[src/rtl/clus_ofc_err_tx.sv]
// Serial error-word transmitter: header 1,0,0 then LENGTH_ERR data bits LSB first, then a low gap.
// Optional even-parity bit after the data when CLUS_OFC_ERR_TX_PARITY_EN is defined.
module clus_ofc_err_tx #(
  parameter int unsigned LENGTH_ERR = 18,
  parameter int unsigned IDLE_GAP   = 3
) (
  input  logic                  clk,
  input  logic                  rst,
  input  logic                  in_live,
  input  logic                  tx_valid,
  input  logic [LENGTH_ERR-1:0] tx_data,
  output logic                  tx_ready,
  output logic                  out_err,
  output logic                  busy,
  output logic                  frame_done
);

  localparam int unsigned DW = $clog2(LENGTH_ERR + 1);
  localparam int unsigned GW = (IDLE_GAP > 1) ? $clog2(IDLE_GAP) : 1;

  typedef enum logic [2:0] {
    S_IDLE,
    S_HDR,
    S_DATA,
    S_PAR,
    S_GAP
  } state_t;

  state_t                state_q, state_d;
  logic [LENGTH_ERR-1:0] sreg_q, sreg_d;
  logic [1:0]            hdr_cnt_q, hdr_cnt_d;
  logic [DW-1:0]         data_cnt_q, data_cnt_d;
  logic [GW-1:0]         gap_cnt_q, gap_cnt_d;
  logic                  out_err_q, out_err_d;
  logic                  frame_done_q, frame_done_d;
  logic                  live_q, live_d;
  logic                  accept;
`ifdef CLUS_OFC_ERR_TX_PARITY_EN
  logic                  par_q, par_d;
`endif

  // Registered in_live gates acceptance, so a word cannot start on the edge the link comes up.
  assign tx_ready   = (state_q == S_IDLE) & in_live & live_q & ~rst;
  assign accept     = tx_valid & tx_ready;
  assign out_err    = out_err_q;
  assign frame_done = frame_done_q;
  assign busy       = (state_q != S_IDLE);
  assign live_d     = in_live;

  always_comb begin
    state_d      = state_q;
    sreg_d       = sreg_q;
    hdr_cnt_d    = hdr_cnt_q;
    data_cnt_d   = data_cnt_q;
    gap_cnt_d    = gap_cnt_q;
    out_err_d    = 1'b0;
    frame_done_d = 1'b0;
`ifdef CLUS_OFC_ERR_TX_PARITY_EN
    par_d        = par_q;
`endif
    if (!in_live) begin
      state_d    = S_IDLE;
      hdr_cnt_d  = '0;
      data_cnt_d = '0;
      gap_cnt_d  = '0;
    end else begin
      unique case (state_q)
        S_IDLE: begin
          if (accept) begin
            state_d   = S_HDR;
            out_err_d = 1'b1;
            sreg_d    = tx_data;
            hdr_cnt_d = '0;
`ifdef CLUS_OFC_ERR_TX_PARITY_EN
            par_d     = ^tx_data;
`endif
          end
        end
        S_HDR: begin
          // The last header edge already drives D0 so data follows the header with no gap.
          if (hdr_cnt_q == 2'd2) begin
            state_d    = S_DATA;
            out_err_d  = sreg_q[0];
            sreg_d     = sreg_q >> 1;
            data_cnt_d = '0;
          end else begin
            hdr_cnt_d = hdr_cnt_q + 2'd1;
          end
        end
        S_DATA: begin
          if (data_cnt_q == DW'(LENGTH_ERR - 1)) begin
`ifdef CLUS_OFC_ERR_TX_PARITY_EN
            state_d      = S_PAR;
            out_err_d    = par_q;
`else
            state_d      = S_GAP;
            frame_done_d = 1'b1;
            gap_cnt_d    = '0;
`endif
          end else begin
            out_err_d  = sreg_q[0];
            sreg_d     = sreg_q >> 1;
            data_cnt_d = data_cnt_q + DW'(1);
          end
        end
        S_PAR: begin
          state_d      = S_GAP;
          frame_done_d = 1'b1;
          gap_cnt_d    = '0;
        end
        S_GAP: begin
          if (gap_cnt_q == GW'(IDLE_GAP - 1)) begin
            state_d   = S_IDLE;
            gap_cnt_d = '0;
          end else begin
            gap_cnt_d = gap_cnt_q + GW'(1);
          end
        end
        default: state_d = S_IDLE;
      endcase
    end
  end

  always_ff @(posedge clk or posedge rst) begin
    if (rst) begin
      state_q      <= S_IDLE;
      sreg_q       <= '0;
      hdr_cnt_q    <= '0;
      data_cnt_q   <= '0;
      gap_cnt_q    <= '0;
      out_err_q    <= 1'b0;
      frame_done_q <= 1'b0;
      live_q       <= 1'b0;
    end else begin
      state_q      <= state_d;
      sreg_q       <= sreg_d;
      hdr_cnt_q    <= hdr_cnt_d;
      data_cnt_q   <= data_cnt_d;
      gap_cnt_q    <= gap_cnt_d;
      out_err_q    <= out_err_d;
      frame_done_q <= frame_done_d;
      live_q       <= live_d;
    end
  end

`ifdef CLUS_OFC_ERR_TX_PARITY_EN
  always_ff @(posedge clk or posedge rst) begin
    if (rst) begin
      par_q <= 1'b0;
    end else begin
      par_q <= par_d;
    end
  end
`endif

endmodule

[config.mk]
export PLATFORM = sky130hd
export DESIGN_NAME = clus_ofc_err_tx
export DESIGN_NICKNAME = d
export VERILOG_FILES = /design/src/rtl/clus_ofc_err_tx.sv
export SDC_FILE = /design/constraint.sdc
export NUM_CORES = 1
export LEC_CHECK = 0
export BUFFER_PORTS_ARGS = -buffer_cell sky130_fd_sc_hd__clkbuf_2
export CAP_MARGIN = 20
export CORE_ASPECT_RATIO = 0.7
export CORE_MARGIN = 5
export CORE_UTILIZATION = 60
export CTS_CLUSTER_DIAMETER = 100
export DETAILED_ROUTE_END_ITERATION = 6
export HOLD_SLACK_MARGIN = 0.12
export PLACE_DENSITY_LB_ADDON = 0.08
export SLEW_MARGIN = 10
export SYNTH_ARGS = -nofsm -noshare
export SYNTH_HDL_FRONTEND = slang
export SYNTH_SLANG_ARGS = --single-unit
[constraint.sdc]
create_clock -name clk -period 3.5 [get_ports clk]
set_input_delay 0.175 -clock clk [delete_from_list [all_inputs] [get_ports clk]]
set_output_delay 0.175 -clock clk [all_outputs]
set_load 0.02 [all_outputs]
==> qor.txt <==
PnR Total Power -> 0.951 mW
Min Clock Period, post-route -> 2440 ps
dpl hpwl -> 2.44 mm
CP Launch Point -> data_cnt_q[1]$_DFFE_PP0P_
Mapped Cells -> 153
# DRC -> 0
max cap viols -> 0
setup TNS -> 0 ps
r2r worst-path depth -> 6
worst hold slack -> 219 ps
Final Wtd Congestion -> 0.770
met1 wire length -> 1.65 mm
Hold Crit Class -> in2reg
die area -> 4170 µm²
Req. time, crit path -> 3670 ps
Max Slew Vio Count -> 0
initial antenna violation count -> 0
maximum fanout along the worst path -> 18
Post-Syn Area -> 1780 µm²
R2R Path Start -> data_cnt_q[1]$_DFFE_PP0P_
largest net degree at the start of global routing -> 21
multi-input logic area -> 896 µm²
Yosys reg bits -> 33
Seq/Total Area, Yosys -> 0.464
root buffer cell -> clkbuf_8
CP arrival -> 2610 ps
deepest clock path buffer count -> 2
Top delay family on crit path -> compound AO/OA/AOI/OAI gates
power per cell area -> 467 nW/µm²
max layer used -> met4
Setup Buffers After CTS -> 0
Startpoint Class -> flop
Layout Skew -> 2.98 ps
1st-pass router iterations -> 4
Met3 Wirelength -> 179 µm
CP max stage delay -> 760 ps
H-tree Lvls -> 2
initial core utilization -> 0.630
Worst Setup End Kind -> flop
DR vias -> 1262
EDFF count, synth -> 0
Vias/cell -> 5.79
critical path class -> reg2reg
die height -> 55.5 µm
slowest cell on the critical path -> a211oi_4
1st-iter DRT viols -> 57
CTS Hold Bufs -> 1
PortBufs -> 25
Bufs and invs on worst path -> 1
Resize count post-CTS -> 0
Placeable Area -> 2820 µm²
Leak -> 0.886 nW
VDD IR max -> 321 µV
syn_nets -> 178
final net count -> 206
grt total ovfl -> 0
hold depth -> 1
total track usage -> 0.184
first-pass GRT wire length -> 5.91 mm
Routed wire per std cell -> 15.3 µm
ANT cells -> 0
CTS tree -> yes
share of cells above drive strength 1 -> 0.407
f_max -> 0.410 GHz
Max transition margin -> 0.404
Final Hold Viols -> 0
Layout fillers -> 209
Avg Cell Area, Syn -> 11.6 µm²
FFs w/ async S/R, synth -> 1.00
WP depth -> 6
vias in the first global route -> 1301
worst skew pair latency -> 280 ps
hold path start -> in_live
Synth cell types -> 37
status -> complete, no violations
worst slew pin tran -> 891 ps
clock sinks -> 33
Tcrit/Tclk final -> 0.698
cell-by-cell trace of the critical path -> inv_1 > ha_1 > and4bb_4 > a32o_1 > a211oi_4 > mux2_2
final setup fails -> 0
RSZ-0062 raised after global routing -> no
I/O pin count -> 26
Routed WL -> 3.34 mm
CTS Buf Count -> 5
Register Area -> 826 µm²
Area growth syn-to-layout -> 14.6%
CTS clk-pin slew, worst paths -> 60 ps
standard-cell rows -> 16
die span in x -> 75.1 µm
Yosys Warn Count -> 0
Routed Antenna Nets -> 0
dominant synthesized flop cell -> dfrtp_1
met2 wire len -> 1.47 mm
==> sequential cells by signal, summed over array words and instances (netlist names) <==
signal / flops
sreg_q: 18
data_cnt_q: 5
state_q: 3
gap_cnt_q: 2
hdr_cnt_q: 2
frame_done: 1
live_q: 1
out_err: 1
==> report_power, final <==
group	internal, mW	switching, mW	leakage [nW]
Sequential	0.453	0.0402	0.419
Clock	0.178	0.135	0.0542
Combinational	0.0926	0.0533	0.412
==> cell families (layout without fill, tap and decap cells) <==
kind of cell / count (synthesis) / count (layout) / share of synthesized area
compound gates: 26 / 26 / 0.113
fa+ha+maj: 3 / 3 / 0.0211
buf+inv: 12 / 41 / 0.0317
flops: 33 / 33 / 0.464
mux: 36 / 36 / 0.228
simple gates: 43 / 43 / 0.142
==> synthesized netlist by cell type, drive strengths merged, types with 4 or more instances <==
cell type	n	area share
nand2	7	0.015
nor2b	4	0.014
nand3b	6	0.025
inv	5	0.011
nand2b	5	0.018
dfrtp	33	0.46
clkbuf	5	0.011
mux2	36	0.23
o21ai	5	0.014
nor2	9	0.019
==> final cells by class <==
cell class	instances	share of cell area
tap	36	0.0221
clock buffer	7	0.0473
sequential	33	0.405
timing repair buffer	28	0.0737
multi-input combinational	108	0.440
clock inverter	1	0.00246
inverter	5	0.00921
==> metal layers <==
metal | vias up | track usage
li1 | 616 | -
met1 | 612 | 0.278
met2 | 29 | 0.248
met3 | 5 | 0.0507
met4 | 0 | 0.0685
met5 | - | 0
==> path summary, 6_finish.rpt <==
path                       slack (ps)                   endpoint
min                               220           live_q$_DFF_PP0_
max                              1060     sreg_q[13]$_DFFE_PP0P_
min in group asynchronous         460  data_cnt_q[1]$_DFFE_PP0P_
max in group asynchronous        2390      sreg_q[6]$_DFFE_PP0P_
min reg2reg                       510      sreg_q[4]$_DFFE_PP0P_
max reg2reg                      1060     sreg_q[13]$_DFFE_PP0P_
==> through the flow <==
step,worst slack [ps],instances,area (µm²),utilization
floorplan,1410,153,1780,-
global route,904,218,2040,0.722
global placement,1130,209,1930,0.682
detailed placement,1070,209,1930,0.682
CTS,1030,218,2040,0.722
finish,1060,218,2040,0.722
==> cell usage in the layout (no fill, tap or decap), drive strengths merged, types with 2 or more instances in the layout <==
master | Yosys | routed
mux2 | 36 | 36
nand3 | 3 | 3
o21ai | 5 | 5
a41oi | 2 | 2
ha | 3 | 3
nand3b | 6 | 6
buf | 2 | 2
dfrtp | 33 | 33
inv | 5 | 5
a21boi | 3 | 3
or4 | 3 | 3
nor2b | 4 | 4
nand2b | 5 | 5
nor2 | 9 | 9
clkbuf | 5 | 32
o22ai | 2 | 2
a21oi | 3 | 3
nand2 | 7 | 7
==> worst reg2reg max path, stage by stage, from the launching register on <==
cell      delay, ps
dfrtp_1         420
inv_1            60
ha_1            190
and4bb_4        230
a32o_1          240
a211oi_4        760
mux2_2          430
(Power assumes the default switching activity.)
